<file path="config.mk">
export PLATFORM = sky130hd
export DESIGN_NAME = apb_ucpd_tick_gen_flat
export DESIGN_NICKNAME = d
export VERILOG_FILES = /design/src/rtl/apb_ucpd_tick_gen_if.sv /design/src/rtl/apb_ucpd_tick_gen.sv /design/src/flat_wrapper.sv
export SDC_FILE = /design/constraint.sdc
export NUM_CORES = 1
export LEC_CHECK = 0
export ABC_AREA = 1
export CAP_MARGIN = 40
export CORE_MARGIN = 4
export CORE_UTILIZATION = 38
export CTS_BUF_LIST = sky130_fd_sc_hd__clkbuf_4 sky130_fd_sc_hd__clkbuf_8
export CTS_CLUSTER_DIAMETER = 40
export DETAILED_ROUTE_END_ITERATION = 16
export GPL_TIMING_DRIVEN = 1
export HOLD_SLACK_MARGIN = 0.1
export PLACE_DENSITY = 0.72
export REMOVE_ABC_BUFFERS = 1
export SYNTH_ARGS = -nofsm -noshare
export SYNTH_HDL_FRONTEND = slang
export SYNTH_SLANG_ARGS = --single-unit
</file>
<file path="constraint.sdc">
create_clock -name ic_clk -period 2.29 [get_ports ic_clk]
set_input_delay 0.3435 -clock ic_clk [delete_from_list [all_inputs] [get_ports ic_clk]]
set_output_delay 0.3435 -clock ic_clk [all_outputs]
set_load 0.05 [all_outputs]
</file>
<file path="src/rtl/apb_ucpd_tick_gen_if.sv">
// apb_ucpd_tick_gen_if: configuration, control and tick/timer status bundle of the UCPD timing generator
interface apb_ucpd_tick_gen_if #(
  parameter int PSC_W   = 3,
  parameter int HDIV_W  = 6,
  parameter int CNT_W   = 5,
  parameter int NUM_TMR = 2
);
  logic [PSC_W-1:0]         psc_usbpdclk;
  logic [HDIV_W-1:0]        hbitclkdiv;
  logic                     hbit_run;
  logic [NUM_TMR-1:0]       tmr_start;
  logic [NUM_TMR-1:0]       tmr_abort;
  logic [NUM_TMR-1:0]       tmr_reload;
  logic [2*NUM_TMR-1:0]     tmr_sel;
  logic [CNT_W*NUM_TMR-1:0] tmr_limit;
  logic                     psc_tick;
  logic                     hbit_tick;
  logic                     bit_tick;
  logic                     bit_phase;
  logic [NUM_TMR-1:0]       tmr_busy;
  logic [NUM_TMR-1:0]       tmr_done;
  modport master (
    output psc_usbpdclk, hbitclkdiv, hbit_run, tmr_start, tmr_abort, tmr_reload, tmr_sel, tmr_limit,
    input  psc_tick, hbit_tick, bit_tick, bit_phase, tmr_busy, tmr_done
  );
  modport slave (
    input  psc_usbpdclk, hbitclkdiv, hbit_run, tmr_start, tmr_abort, tmr_reload, tmr_sel, tmr_limit,
    output psc_tick, hbit_tick, bit_tick, bit_phase, tmr_busy, tmr_done
  );
endinterface

</file>
<file path="src/rtl/apb_ucpd_tick_gen.sv">
// apb_ucpd_tick_gen: single-clock prescaler, half-bit/bit tick enables and interval timers for the UCPD PHY
module apb_ucpd_tick_gen #(
  parameter int PSC_W   = 3,
  parameter int HDIV_W  = 6,
  parameter int CNT_W   = 5,
  parameter int NUM_TMR = 2
) (
  input logic                ic_clk,
  input logic                ic_rst,
  apb_ucpd_tick_gen_if.slave bus
);
  localparam int PW = 1 << PSC_W;
  localparam logic [PW:0] ONE = 1;
  typedef enum logic {IDLE, RUN} state_t;
  logic [PW-1:0]      r_psc_cnt;
  logic [HDIV_W-1:0]  r_hbit_cnt;
  logic               r_psc_tick, r_hbit_tick, r_bit_tick, r_bit_phase;
  state_t             r_state [NUM_TMR];
  logic [CNT_W-1:0]   r_cnt [NUM_TMR];
  logic [NUM_TMR-1:0] r_busy, r_done;
  logic [PW:0]        w_psc_lim;
  logic               w_psc_wrap, w_hbit_hit;
  logic [NUM_TMR-1:0] w_tick;
  logic [CNT_W-1:0]   w_limit [NUM_TMR];
  // Terminal compare is >= so shrinking the prescaler mid-count wraps immediately
  always_comb begin
    w_psc_lim  = (ONE << bus.psc_usbpdclk) - ONE;
    w_psc_wrap = {1'b0, r_psc_cnt} >= w_psc_lim;
    w_hbit_hit = bus.hbit_run && r_psc_tick && (r_hbit_cnt >= bus.hbitclkdiv);
    w_tick     = '0;
    for (int n = 0; n < NUM_TMR; n++) begin
      w_limit[n] = bus.tmr_limit[n*CNT_W +: CNT_W];
      w_tick[n]  = bus.tmr_sel[2*n +: 2] == 2'd1 ? r_hbit_tick :
                   bus.tmr_sel[2*n +: 2] == 2'd2 ? r_bit_tick : r_psc_tick;
    end
  end
  always_ff @(posedge ic_clk) begin
    if (ic_rst) begin
      r_psc_cnt   <= '0;
      r_psc_tick  <= 1'b0;
      r_hbit_cnt  <= '0;
      r_hbit_tick <= 1'b0;
      r_bit_tick  <= 1'b0;
      r_bit_phase <= 1'b0;
      r_busy      <= '0;
      r_done      <= '0;
      for (int n = 0; n < NUM_TMR; n++) begin
        r_state[n] <= IDLE;
        r_cnt[n]   <= '0;
      end
    end else begin
      r_psc_tick  <= w_psc_wrap;
      r_psc_cnt   <= w_psc_wrap ? '0 : r_psc_cnt + PW'(1);
      r_hbit_tick <= w_hbit_hit;
      r_hbit_cnt  <= !bus.hbit_run ? '0 : !r_psc_tick ? r_hbit_cnt :
                     w_hbit_hit ? '0 : r_hbit_cnt + HDIV_W'(1);
      r_bit_phase <= bus.hbit_run && (r_bit_phase ^ w_hbit_hit);
      r_bit_tick  <= w_hbit_hit && r_bit_phase;
      // Abort beats start beats tick; a start on the terminal tick swallows that done
      for (int n = 0; n < NUM_TMR; n++) begin
        r_done[n] <= 1'b0;
        if (bus.tmr_abort[n]) begin
          r_state[n] <= IDLE;
          r_busy[n]  <= 1'b0;
        end else if (bus.tmr_start[n]) begin
          r_state[n] <= RUN;
          r_busy[n]  <= 1'b1;
          r_cnt[n]   <= '0;
        end else if (r_state[n] == RUN && w_tick[n]) begin
          if (r_cnt[n] >= w_limit[n]) begin
            r_done[n] <= 1'b1;
            r_cnt[n]  <= '0;
            if (!bus.tmr_reload[n]) begin
              r_state[n] <= IDLE;
              r_busy[n]  <= 1'b0;
            end
          end else begin
            r_cnt[n] <= r_cnt[n] + CNT_W'(1);
          end
        end
      end
    end
  end
  assign bus.psc_tick  = r_psc_tick;
  assign bus.hbit_tick = r_hbit_tick;
  assign bus.bit_tick  = r_bit_tick;
  assign bus.bit_phase = r_bit_phase;
  assign bus.tmr_busy  = r_busy;
  assign bus.tmr_done  = r_done;
endmodule

</file>
<file path="src/flat_wrapper.sv">
// flat-port wrapper written by rule: the top's interface ports become plain ports
module apb_ucpd_tick_gen_flat 
#(
  parameter int PSC_W   = 3,
  parameter int HDIV_W  = 6,
  parameter int CNT_W   = 5,
  parameter int NUM_TMR = 2
)
  (ic_clk, ic_rst, bus_psc_usbpdclk, bus_hbitclkdiv, bus_hbit_run, bus_tmr_start, bus_tmr_abort, bus_tmr_reload, bus_tmr_sel, bus_tmr_limit, bus_psc_tick, bus_hbit_tick, bus_bit_tick, bus_bit_phase, bus_tmr_busy, bus_tmr_done);
  apb_ucpd_tick_gen_if #(.PSC_W(PSC_W), .HDIV_W(HDIV_W), .CNT_W(CNT_W), .NUM_TMR(NUM_TMR)) bus_i ();
  input logic ic_clk;
  input logic ic_rst;
  input wire logic [$bits(bus_i.psc_usbpdclk)-1:0] bus_psc_usbpdclk;
  input wire logic [$bits(bus_i.hbitclkdiv)-1:0] bus_hbitclkdiv;
  input wire logic [$bits(bus_i.hbit_run)-1:0] bus_hbit_run;
  input wire logic [$bits(bus_i.tmr_start)-1:0] bus_tmr_start;
  input wire logic [$bits(bus_i.tmr_abort)-1:0] bus_tmr_abort;
  input wire logic [$bits(bus_i.tmr_reload)-1:0] bus_tmr_reload;
  input wire logic [$bits(bus_i.tmr_sel)-1:0] bus_tmr_sel;
  input wire logic [$bits(bus_i.tmr_limit)-1:0] bus_tmr_limit;
  output wire logic [$bits(bus_i.psc_tick)-1:0] bus_psc_tick;
  output wire logic [$bits(bus_i.hbit_tick)-1:0] bus_hbit_tick;
  output wire logic [$bits(bus_i.bit_tick)-1:0] bus_bit_tick;
  output wire logic [$bits(bus_i.bit_phase)-1:0] bus_bit_phase;
  output wire logic [$bits(bus_i.tmr_busy)-1:0] bus_tmr_busy;
  output wire logic [$bits(bus_i.tmr_done)-1:0] bus_tmr_done;
  assign bus_i.psc_usbpdclk = bus_psc_usbpdclk;
  assign bus_i.hbitclkdiv = bus_hbitclkdiv;
  assign bus_i.hbit_run = bus_hbit_run;
  assign bus_i.tmr_start = bus_tmr_start;
  assign bus_i.tmr_abort = bus_tmr_abort;
  assign bus_i.tmr_reload = bus_tmr_reload;
  assign bus_i.tmr_sel = bus_tmr_sel;
  assign bus_i.tmr_limit = bus_tmr_limit;
  assign bus_psc_tick = bus_i.psc_tick;
  assign bus_hbit_tick = bus_i.hbit_tick;
  assign bus_bit_tick = bus_i.bit_tick;
  assign bus_bit_phase = bus_i.bit_phase;
  assign bus_tmr_busy = bus_i.tmr_busy;
  assign bus_tmr_done = bus_i.tmr_done;
  apb_ucpd_tick_gen #(.PSC_W(PSC_W), .HDIV_W(HDIV_W), .CNT_W(CNT_W), .NUM_TMR(NUM_TMR)) u_core (.ic_clk(ic_clk), .ic_rst(ic_rst), .bus(bus_i));
endmodule
</file>
==> impl_metrics.toml, run 1 <==
[detailed_routing]
drc = 0
postRouteWirelength_um = 4420
drt_first_pass_iters = 4
vias = 2013
detailedRoute.firstIterationViolations = 50
post_drt_wl_per_cell_um = 9.91
avgViaCountPerCell = 4.51
final_antenna_net_count = 0

[floorplan]
floorplan.rows = 28
fp.dieArea_um2 = 7410
top_level_ports = 40
die_w_um = 86.1
floorplan.core_area_um2 = 5920
die_height_um = 86.1
floorplan.initialDensity_pct = 39.1

[layout]
final.fill_count = 562
flow.area_growth_from_synthesis_pct = 31.3
regArea_um2 = 801
mostFrequentLayoutCell = "sky130_fd_sc_hd__inv_1"
diodes = 0
finalNetCount = 432
multiInputGateArea_um2 = 1280
commonest_non_fill_non_tap_cells_in_the_layout = "66 x sky130_fd_sc_hd__inv_1, 63 x sky130_fd_sc_hd__nand2_1, 39 x sky130_fd_sc_hd__nor2_1"
final_design_area_no_fill_um2 = 3040
fin_util_pct = 51.4
drive_above_1_share_pct = 9.70

[place]
port_buffer_cells = 39
globalplace.congestion = 0.827
postPlaceCellArea_um2 = 2890
place_hpwl_um = 3620

[clock_network]
tritoncts = "done"
cts_sinks = 34
clock_latency_on_the_worst_skew_pair_ns = 0.28
number_of_buffers_on_the_longest_clock_path = 2
clock_root_cell = "sky130_fd_sc_hd__clkbuf_8"
holdBufCountCts = 0
clk_pin_slew_ns = 0.07
cts.htree.levels = 2
cts_inserted_buffers = 5

[timing]
max_slew_margin_pct = 66.3
report.final.hold_viol_count = 0
worst_clock_skew_ns = 0.00322
fmaxAchievable_ghz = 0.479
min_period_over_period_pct = 91.1
worst-slew-pin-transition_ns = 0.503
rsz0062_at_grt = "no"
timing.final.crit_period_ns = 2.09
final-setup-viol-count = 0
maxSlewViolCount = 0

[worst_setup_path]
worst_setup_path_endpoint = "u_core.r_psc_cnt[2]$_SDFF_PP0_"
startpoint_type = "primary input"
timing.critical_path.to_type = "register"
worstReg2RegEnd = "u_core.r_state[1]$_SDFFCE_PN0P_"
worst_ep_arrival_time_ns = 2.31
cp_cell_sequence = "dlygate4sd2_1 > inv_2 > nand2_1 > ha_2 > inv_2 > a211oi_2 > a31oi_1 > ha_1 > nand2_1 > inv_1 > a21oi_2 > nor2_1 > nor2_2 > nand4_4 > nor2_1"
timing.critical_path.required_ns = 2.51
worst-r2r-cell-count = 7
ff2ff_setup_slack_ns = 0.54
timing.critical_path.from = "bus_psc_usbpdclk[2]"
critical_path.max_stage_delay_ns = 0.32
worst_path_max_delay_cell = "sky130_fd_sc_hd__ha_1"
worst-setup-path-type = "primary input to register"
cp_max_fo = 8
startpoint_of_the_lowest_slack_register_to_register_path = "u_core.r_cnt[1][2]$_SDFFCE_PN0P_"

[logic_synthesis]
netlist.top_cell.by_area = "sky130_fd_sc_hd__dfxtp_1"
mappedNetlistArea_um2 = 2320
ys_ff_latch = 34
yosys_warnings = 0
cell_count_after_synthesis = 312
synth_flop_cell = "sky130_fd_sc_hd__dfxtp_1"
synth.top_cell.area_share_pct = 19.0
number_of_synthesized_flops_with_an_enable_pin = 12
synth.avg_cell_area_um2 = 7.43
netlist-cell-type-count = 26
synth.top_cells.by_area = "sky130_fd_sc_hd__dfxtp_1 19%, sky130_fd_sc_hd__ha_1 16%, sky130_fd_sc_hd__edfxtp_1 16%"
synth_async_sr_flop_share_pct = 0
ys_seq_area_share_pct = 34.6

[worst_hold_path]
hold_class = "register to register"

[power_and_ir_drop]
fin_total_pwr_mw = 1.54
power_density_nw_per_um2 = 507
p_leak_nw = 1.50
worst_ir_drop_vdd_mv = 0.272

[flow_run]
maxCapViolations = 0

[grt]
grt-ovfl-total = 0
pin_count_of_the_biggest_net_entering_global_routing = 12
grt_pass1_vias = 1858
gr-usage-all-layers_pct = 12.6
global_route_wire_length_before_repair_um = 7660
initial_antenna_violation_count = 0

[outcome]
outcome = "finished, final reports clean"
==> cells in the mapped netlist, types with 2 or more instances <==
cell type / instances
sky130_fd_sc_hd__a21oi_1: 6
sky130_fd_sc_hd__ha_1: 30
sky130_fd_sc_hd__o21ai_0: 5
sky130_fd_sc_hd__edfxtp_1: 12
sky130_fd_sc_hd__nand4_1: 5
sky130_fd_sc_hd__xnor2_1: 7
sky130_fd_sc_hd__nor3_1: 5
sky130_fd_sc_hd__nand3_1: 23
sky130_fd_sc_hd__nand2_1: 63
sky130_fd_sc_hd__dfxtp_1: 22
sky130_fd_sc_hd__nor2_1: 43
sky130_fd_sc_hd__inv_1: 67
sky130_fd_sc_hd__xor2_1: 10
sky130_fd_sc_hd__o211ai_1: 2
==> how the worst min path moves through the flow <==
stage | end | depth (start not counted) | startpoint
2_1_floorplan | u_core.bus.bit_tick$_SDFF_PP0_ | 1 | ic_rst
3_3_place_gp | u_core.r_psc_cnt[0]$_SDFF_PP0_ | 1 | u_core.r_psc_cnt[0]$_SDFF_PP0_
3_5_place_dp | u_core.r_psc_cnt[0]$_SDFF_PP0_ | 1 | u_core.r_psc_cnt[0]$_SDFF_PP0_
4_1_cts | u_core.r_psc_cnt[0]$_SDFF_PP0_ | 1 | u_core.r_psc_cnt[0]$_SDFF_PP0_
5_1_grt | u_core.bus.tmr_busy[0]$_SDFFE_PP0P_ | 2 | u_core.bus.tmr_busy[0]$_SDFFE_PP0P_
6_report | u_core.r_psc_cnt[0]$_SDFF_PP0_ | 1 | u_core.r_psc_cnt[0]$_SDFF_PP0_
==> kinds of logic (layout without fill, tap and decap cells) <==
kind of cell	count (synthesis)	after routing	synth area share, %
adder cells (fa/ha/maj)	30	30	16.2
other	1	1	0.162
AO/OA/AOI/OAI	18	18	4.64
AND/OR/NAND/NOR	143	143	26.8
XOR/XNOR	17	17	6.43
buffers and inverters	69	128	11.2
flip-flops	34	34	34.6
==> layer usage <==
| metal | global-route usage [%] | routed length [µm] |
|---|---|---|
| met5 | 0 | 0 |
| met4 | 5.04 | 70 |
| met3 | 2.69 | 213 |
| met2 | 22.1 | 2160 |
| met1 | 14.8 | 1980 |
==> cell type report <==
type | count | area share, %
clock buffer | 5 | 2.26
clock inverter | 3 | 2.10
inverter | 68 | 8.39
multi-input combinational | 209 | 42.2
sequential | 34 | 26.3
tap | 75 | 3.09
timing repair buffer | 52 | 15.7
==> what timing repair did <==
| action | in CTS | in global routing |
|---|---|---|
| pin swaps | 7 | 6 |
| setup buffers | 0 | 1 |
| endpoints found under the setup margin | 9 | 9 |
| resized for setup | 6 | 10 |
| gates cloned | 0 | 0 |
==> registers in the layout (all words and copies together) (netlist names) <==
| signal | flops |
|---|---|
| u_core.bus.bit_phase | 1 |
| u_core.bus.bit_tick | 1 |
| u_core.bus.hbit_tick | 1 |
| u_core.bus.psc_tick | 1 |
| u_core.bus.tmr_busy | 2 |
| u_core.bus.tmr_done | 2 |
| u_core.r_cnt | 10 |
| u_core.r_hbit_cnt | 6 |
| u_core.r_psc_cnt | 8 |
| u_core.r_state | 2 |
==> worst max-delay path, delay by kind of cell <==
kind / cells / cell delay, ns
buffers and inverters: 4 / 0.38
and+or+nand+nor: 6 / 0.69
adders and majority gates: 2 / 0.50
AOI/OAI and AO/OA: 3 / 0.39
==> power by group <==
part           internal (mW)  switching (mW)  leakage (nW)  total (mW)
Combinational          0.119           0.120          1.13       0.239
Clock                  0.431           0.214        0.0658       0.645
Sequential             0.643          0.0152         0.306       0.658
Total                   1.19           0.350          1.50        1.54
==> through the flow <==
stage               setup slack, ns  hold slack, ns  TNS (ns)  std cells
floorplan                     0.148           0.415         0        311
detailed placement           -0.410           0.459     -3.54        437
finish                        0.204           0.476         0        446
global placement             -0.291           0.447     -2.58        437
CTS                          0.0992           0.474         0        445
global route                0.00184           0.512         0        446
Power figures use the tool's default switching activity.
==> inputs of run 2 (changes only) <==
--- a/config.mk
+++ b/config.mk
@@ -14,7 +14,6 @@
 export DETAILED_ROUTE_END_ITERATION = 16
 export GPL_TIMING_DRIVEN = 1
 export HOLD_SLACK_MARGIN = 0.1
-export PLACE_DENSITY = 0.72
 export REMOVE_ABC_BUFFERS = 1
 export SYNTH_ARGS = -nofsm -noshare
 export SYNTH_HDL_FRONTEND = slang
==> constraint.sdc (replaced) <==
create_clock -name ic_clk -period 2.6 [get_ports ic_clk]
set_input_delay 0.39 -clock ic_clk [delete_from_list [all_inputs] [get_ports ic_clk]]
set_output_delay 0.39 -clock ic_clk [all_outputs]
set_load 0.05 [all_outputs]
==> run 2 against run 1 <==
  * Core utilization down 0.97 points
  * Die area unchanged
  * Sequential power down 12%
  * Via count down 2.0%
  * Power down 24%
  * Highest routed layer unchanged
==> impl_metrics.toml, run 2 (same netlist as run 1, synthesis figures left out) <==
[worst_setup_path]
worst_path_max_delay_cell = "sky130_fd_sc_hd__ha_1"
timing.critical_path.to_type = "register"
cp_cell_sequence = "dlymetal6s2s_1 > nor2_2 > nand2_1 > ha_2 > inv_2 > a211oi_2 > a31oi_1 > ha_1 > nand2_1 > inv_1 > a21oi_1 > nor2_1 > nor2_2 > nand4_4 > nor2_2"
most_repeated_library_cell_on_the_critical_path = "sky130_fd_sc_hd__nor2_2"
startpoint_type = "primary input"
critical_path.max_stage_delay_ns = 0.28
startpoint_of_the_lowest_slack_register_to_register_path = "u_core.r_cnt[1][2]$_SDFFCE_PN0P_"
cp_max_fo = 8
worst-setup-path-type = "primary input to register"
timing.critical_path.required_ns = 2.82
timing.critical_path.from = "bus_psc_usbpdclk[1]"
worst_ep_arrival_time_ns = 2.36

[detailed_routing]
vias = 1972
avgViaCountPerCell = 4.47
post_drt_wl_per_cell_um = 10.3
postRouteWirelength_um = 4550
drc = 0
final_antenna_net_count = 0
detailedRoute.firstIterationViolations = 64
drt_first_pass_iters = 4

[grt]
grt-ovfl-total = 0
initial_antenna_violation_count = 0
pin_count_of_the_biggest_net_entering_global_routing = 12
grt_pass1_vias = 1854
global_route_wire_length_before_repair_um = 7790
gr-usage-all-layers_pct = 13.0

[outcome]
outcome = "finished, final reports clean"

[clock_network]
cts.htree.levels = 2
cts_inserted_buffers = 5
post-cts-setup-buffer-count = 0
clock_root_cell = "sky130_fd_sc_hd__clkbuf_8"
holdBufCountCts = 0
number_of_buffers_on_the_longest_clock_path = 2
cts_sinks = 34
clk_pin_slew_ns = 0.07
clock_latency_on_the_worst_skew_pair_ns = 0.28
tritoncts = "done"

[timing]
max_slew_margin_pct = 61.0
final-setup-viol-count = 0
maxSlewViolCount = 0
min_period_over_period_pct = 82.3
rsz0062_at_grt = "no"
worst-slew-pin-transition_ns = 0.582
timing.final.crit_period_ns = 2.14
fmaxAchievable_ghz = 0.467
worst_clock_skew_ns = 0.0102
report.final.hold_viol_count = 0
worst_hold_slack_ns = 0.450
setup-tns-final_ns = 0

[worst_hold_path]
hold_path.startpoint = "u_core.r_psc_cnt[0]$_SDFF_PP0_"
hold_class = "register to register"

[floorplan]
floorplan.rows = 28
top_level_ports = 40
floorplan.core_area_um2 = 5920
die_height_um = 86.1
die_w_um = 86.1
floorplan.initialDensity_pct = 39.1
fp.dieArea_um2 = 7410

[layout]
diodes = 0
largest_reg_flops = 10
final.fill_count = 610
reg_top3 = "u_core.r_cnt: 10 flops, u_core.r_psc_cnt: 8 flops, u_core.r_hbit_cnt: 6 flops"
finalNetCount = 427
final_design_area_no_fill_um2 = 2980
drive_above_1_share_pct = 8.74
flow.area_growth_from_synthesis_pct = 28.8
commonest_non_fill_non_tap_cells_in_the_layout = "66 x sky130_fd_sc_hd__inv_1, 63 x sky130_fd_sc_hd__nand2_1, 36 x sky130_fd_sc_hd__nor2_1, 36 x sky130_fd_sc_hd__clkdlybuf4s50_1, 29 x sky130_fd_sc_hd__ha_1"
mostFrequentLayoutCell = "sky130_fd_sc_hd__inv_1"
largest_register = "u_core.r_cnt"

[power_and_ir_drop]
power_density_nw_per_um2 = 393
power.share.switching_pct = 26.0
pwr-share-clk_pct = 32.8
internal-power_mw = 0.867
p_leak_nw = 1.48
share_seq_of_total_power_pct = 49.5
comb_power_share_pct = 17.7
worst_ir_drop_vdd_mv = 0.349
switching_power_mw = 0.305

[place]
port_buffer_cells = 39
postPlaceCellArea_um2 = 2860
globalplace.congestion = 0.851
place_hpwl_um = 3690

[flow_run]
maxCapViolations = 0
[run 2: cell types whose count changed in the layout (fill, tap and decap cells not counted), moves of 2 or more]
cell / previous run / this run
sky130_fd_sc_hd__nor2_1: 39 / 36
sky130_fd_sc_hd__bufinv_16: 2 / 0
sky130_fd_sc_hd__clkbuf_2: 2 / 0
sky130_fd_sc_hd__buf_4: 13 / 8
sky130_fd_sc_hd__nor2_2: 5 / 8
sky130_fd_sc_hd__dlymetal6s2s_1: 0 / 3
[run 2: area by class of cell]
class	count	area (µm²)	share of cell area, %
repair buffers	47	458	15.3
well taps	75	93.8	3.14
inverters	68	255	8.55
flip-flops and latches	34	801	26.8
clock buffers	6	76.3	2.56
multi-input cells	209	1290	43.1
clock inverters	2	13.8	0.461
[run 2: critical path, delay by kind of cell]
kind / cells / cell delay [ns]
adders and majority gates: 2 / 0.47
AOI/OAI and AO/OA: 3 / 0.34
buffers and inverters: 3 / 0.30
and+or+nand+nor: 7 / 0.87
[run 2: worst paths after layout]
check                                                  endpoint  slack, ns  cells after the start
worst max-delay path             u_core.r_psc_cnt[0]$_SDFF_PP0_       0.46                     15
worst min-delay path             u_core.r_psc_cnt[0]$_SDFF_PP0_       0.45                      1
worst max register to register  u_core.r_state[1]$_SDFFCE_PN0P_       0.86                      7
worst min register to register   u_core.r_psc_cnt[0]$_SDFF_PP0_       0.45                      1
[run 2: timing repair]
item / CTS / global route
setup endpoints to repair: 0 / 8
endpoints found under the hold margin: 0 / 0
gates resized for setup: 0 / 14
[run 2: power by group through the flow]
| stage | registers, mW | logic, mW | clock network (mW) |
|---|---|---|---|
| floorplan | 0.595 | 0.108 | 0 |
| global placement | 0.591 | 0.202 | 0 |
| detailed placement | 0.592 | 0.205 | 0 |
| CTS | 0.580 | 0.207 | 0.407 |
| global route | 0.583 | 0.237 | 0.430 |
| finish | 0.580 | 0.208 | 0.384 |
[run 2: metal layers]
layer	up-vias	global-route usage [%]	routed length (µm)
met1	855	16.9	2260
met4	0	3.02	33
li1	1085	-	-
met2	28	21.9	2090
met5	-	0	0
met3	4	3.07	167
[run 2: metrics by stage]
stage / instances / utilization (%) / setup WS (ns) / power, mW
2_1_floorplan: 311 / - / 0.412 / 0.703
3_3_place_gp: 433 / 48.2 / -0.0358 / 0.793
5_1_grt: 441 / 50.4 / 0.233 / 1.25
4_1_cts: 441 / 49.8 / 0.194 / 1.19
6_report: 441 / 50.4 / 0.460 / 1.17
3_5_place_dp: 433 / 48.2 / -0.0825 / 0.797
==> inputs of run 3 (changes only) <==
==> constraint.sdc (replaced) <==
create_clock -name ic_clk -period 2 [get_ports ic_clk]
set_input_delay 0.3 -clock ic_clk [delete_from_list [all_inputs] [get_ports ic_clk]]
set_output_delay 0.3 -clock ic_clk [all_outputs]
set_load 0.05 [all_outputs]
==> run 3 against run 2 <==
  * Register-to-register slack got worse by 0.51 ns
  * First-iteration DRC count increased by 48%
  * Critical endpoint is now u_core.r_psc_cnt[7]$_SDFF_PP0_
  * Clock skew decreased by 0.0040 ns
  * Clock power rose by 27%
  * Worst hold slack improved by 0.031 ns
  * Highest routed layer unchanged
==> impl_metrics.toml, run 3 (same netlist as run 1, synthesis figures left out) <==
[detailed_routing]
drt_first_pass_iters = 4
final_antenna_net_count = 0
postRouteWirelength_um = 4660
detailedRoute.firstIterationViolations = 95
avgViaCountPerCell = 4.43
post_drt_wl_per_cell_um = 10.2
vias = 2015
drc = 0

[clock_network]
cts_inserted_buffers = 5
clock_root_cell = "sky130_fd_sc_hd__clkbuf_8"
cts_sinks = 34
number_of_buffers_on_the_longest_clock_path = 2
clk_pin_slew_ns = 0.07
tritoncts = "done"
clock_latency_on_the_worst_skew_pair_ns = 0.28
cts.htree.levels = 2

[power_and_ir_drop]
p_leak_nw = 1.53
share_seq_of_total_power_pct = 48.8
fin_total_pwr_mw = 1.54
internal-power_mw = 1.14
comb_power_share_pct = 19.6
power.share.switching_pct = 25.9
switching_power_mw = 0.400
pwr-share-clk_pct = 31.6
power_density_nw_per_um2 = 499
worst_ir_drop_vdd_mv = 0.453

[worst_setup_path]
timing.critical_path.to_type = "register"
cp_max_fo = 8
cp_cell_sequence = "clkbuf_2 > inv_2 > nand3_2 > ha_4 > inv_4 > a22oi_2 > o211ai_1 > ha_1 > nand2_1 > nand2_1 > nand3_1 > nand2_1 > nor2_2 > nand4_4 > nor2_1"
cp_num_buf_inv = 3
ff2ff_setup_slack_ns = 0.35
worst-r2r-cell-count = 7
critical_path.top_delay_family = "simple AND/OR/NAND/NOR gates"
worst_ep_arrival_time_ns = 2.04
worst-setup-path-type = "primary input to register"
timing.critical_path.required_ns = 2.22
startpoint_of_the_lowest_slack_register_to_register_path = "u_core.r_cnt[1][2]$_SDFFCE_PN0P_"
worst_path_max_delay_cell = "sky130_fd_sc_hd__ha_1"
startpoint_type = "primary input"
most_repeated_library_cell_on_the_critical_path = "sky130_fd_sc_hd__nand2_1"
critical_path.max_stage_delay_ns = 0.34
worstReg2RegEnd = "u_core.r_cnt[1][3]$_SDFFCE_PN0P_"

[layout]
finalNetCount = 441
final.fill_count = 595
commonest_non_fill_non_tap_cells_in_the_layout = "65 x sky130_fd_sc_hd__inv_1, 61 x sky130_fd_sc_hd__nand2_1, 38 x sky130_fd_sc_hd__nor2_1"
reg_top3 = "u_core.r_cnt: 10 flops, u_core.r_psc_cnt: 8 flops, u_core.r_hbit_cnt: 6 flops"
drive_above_1_share_pct = 13.7
largest_reg_flops = 10
largest_register = "u_core.r_cnt"
diodes = 0
mostFrequentLayoutCell = "sky130_fd_sc_hd__inv_1"
flow.area_growth_from_synthesis_pct = 33.5

[grt]
grt_pass1_vias = 1843
global_route_wire_length_before_repair_um = 7980
grt-ovfl-total = 0
initial_antenna_violation_count = 0
gr-usage-all-layers_pct = 13.3
pin_count_of_the_biggest_net_entering_global_routing = 11

[floorplan]
fp.dieArea_um2 = 7410
top_level_ports = 40
die_w_um = 86.1
die_height_um = 86.1
floorplan.initialDensity_pct = 39.1
floorplan.core_area_um2 = 5920
floorplan.rows = 28

[timing]
maxSlewViolCount = 0
worst_clock_skew_ns = 0.00619
worst-slew-pin-transition_ns = 0.508
max_slew_margin_pct = 66.0
final.setup.worst_slack_ns = 0.183
min_period_over_period_pct = 90.9
report.final.hold_viol_count = 0
fmaxAchievable_ghz = 0.550
setup-tns-final_ns = 0
final-setup-viol-count = 0
timing.final.crit_period_ns = 1.82

[place]
place_hpwl_um = 3680
placement.setup.worst_slack_ns = -0.624
port_buffer_cells = 39
globalplace.congestion = 0.846

[flow_run]
maxCapViolations = 0

[worst_hold_path]
min_path_cells = 1
hold_class = "register to register"
whs_endpoint = "u_core.r_psc_cnt[0]$_SDFF_PP0_"
hold_path.startpoint = "u_core.r_psc_cnt[0]$_SDFF_PP0_"

[outcome]
outcome = "finished, final reports clean"
-- run 3: cell types whose count changed in the layout (fill, tap and decap cells not counted), moves of 2 or more --
cell | previous run | this run
sky130_fd_sc_hd__buf_4 | 8 | 24
sky130_fd_sc_hd__dlymetal6s2s_1 | 3 | 0
sky130_fd_sc_hd__nand2_1 | 63 | 61
sky130_fd_sc_hd__nand2_2 | 0 | 2
sky130_fd_sc_hd__nor2_1 | 36 | 38
sky130_fd_sc_hd__nor2_2 | 8 | 5
-- run 3: what timing repair did --
item	in CTS	in global routing
gates resized for setup	14	17
setup buffers	4	3
hold buffers	0	0
setup endpoints to repair	9	9
pin swaps	8	13
-- run 3: per-stage QoR --
step | utilization (%) | std cells | hold slack [ns] | instance area (µm²)
after detailed placement | 49.1 | 440 | 0.463 | 2910
after global placement | 49.1 | 440 | 0.446 | 2910
after floorplan | - | 311 | 0.371 | 2310
final | 52.3 | 455 | 0.481 | 3090
after CTS | 51.2 | 452 | 0.480 | 3030
after global routing | 52.3 | 455 | 0.517 | 3090
-- run 3: how the worst max path moves through the flow --
stage	startpoint	endpoint	slack, ns	cells past startpoint
finish	bus_psc_usbpdclk[2]	u_core.r_psc_cnt[7]$_SDFF_PP0_	0.18	15
global route	bus_psc_usbpdclk[2]	u_core.r_psc_cnt[7]$_SDFF_PP0_	-0.01	15
CTS	bus_psc_usbpdclk[1]	u_core.r_psc_cnt[3]$_SDFF_PP0_	0.0007	15
detailed placement	bus_psc_usbpdclk[1]	u_core.r_psc_cnt[4]$_SDFF_PP0_	-0.62	15
global placement	bus_psc_usbpdclk[1]	u_core.r_psc_cnt[2]$_SDFF_PP0_	-0.55	15
floorplan	bus_psc_usbpdclk[1]	u_core.r_psc_cnt[0]$_SDFF_PP0_	-0.1	14
-- run 3: power by group through the flow --
stage | clock network (mW) | registers (mW) | logic, mW
finish | 0.488 | 0.753 | 0.302
CTS | 0.509 | 0.753 | 0.287
global route | 0.550 | 0.756 | 0.342
global placement | 0 | 0.768 | 0.272
floorplan | 0 | 0.773 | 0.141
detailed placement | 0 | 0.769 | 0.275
-- run 3: final cells by class --
type / count / area, µm² / share of cell area (%)
Multi-Input combinational cell: 209 / 1310 / 42.3
Sequential cell: 34 / 801 / 25.9
Timing Repair Buffer: 61 / 547 / 17.7
Inverter: 68 / 258 / 8.33
Tap cell: 75 / 93.8 / 3.03
Clock buffer: 6 / 76.3 / 2.47
Clock inverter: 2 / 8.76 / 0.283
-- run 3: routing by layer --
metal | track usage, % | vias up | share of wire, %
met3 | 3.55 | 4 | 5.3
met4 | 2.59 | 0 | 0.82
li1 | - | 1117 | -
met5 | 0 | - | 0
met1 | 16.8 | 863 | 48
met2 | 22.6 | 31 | 46
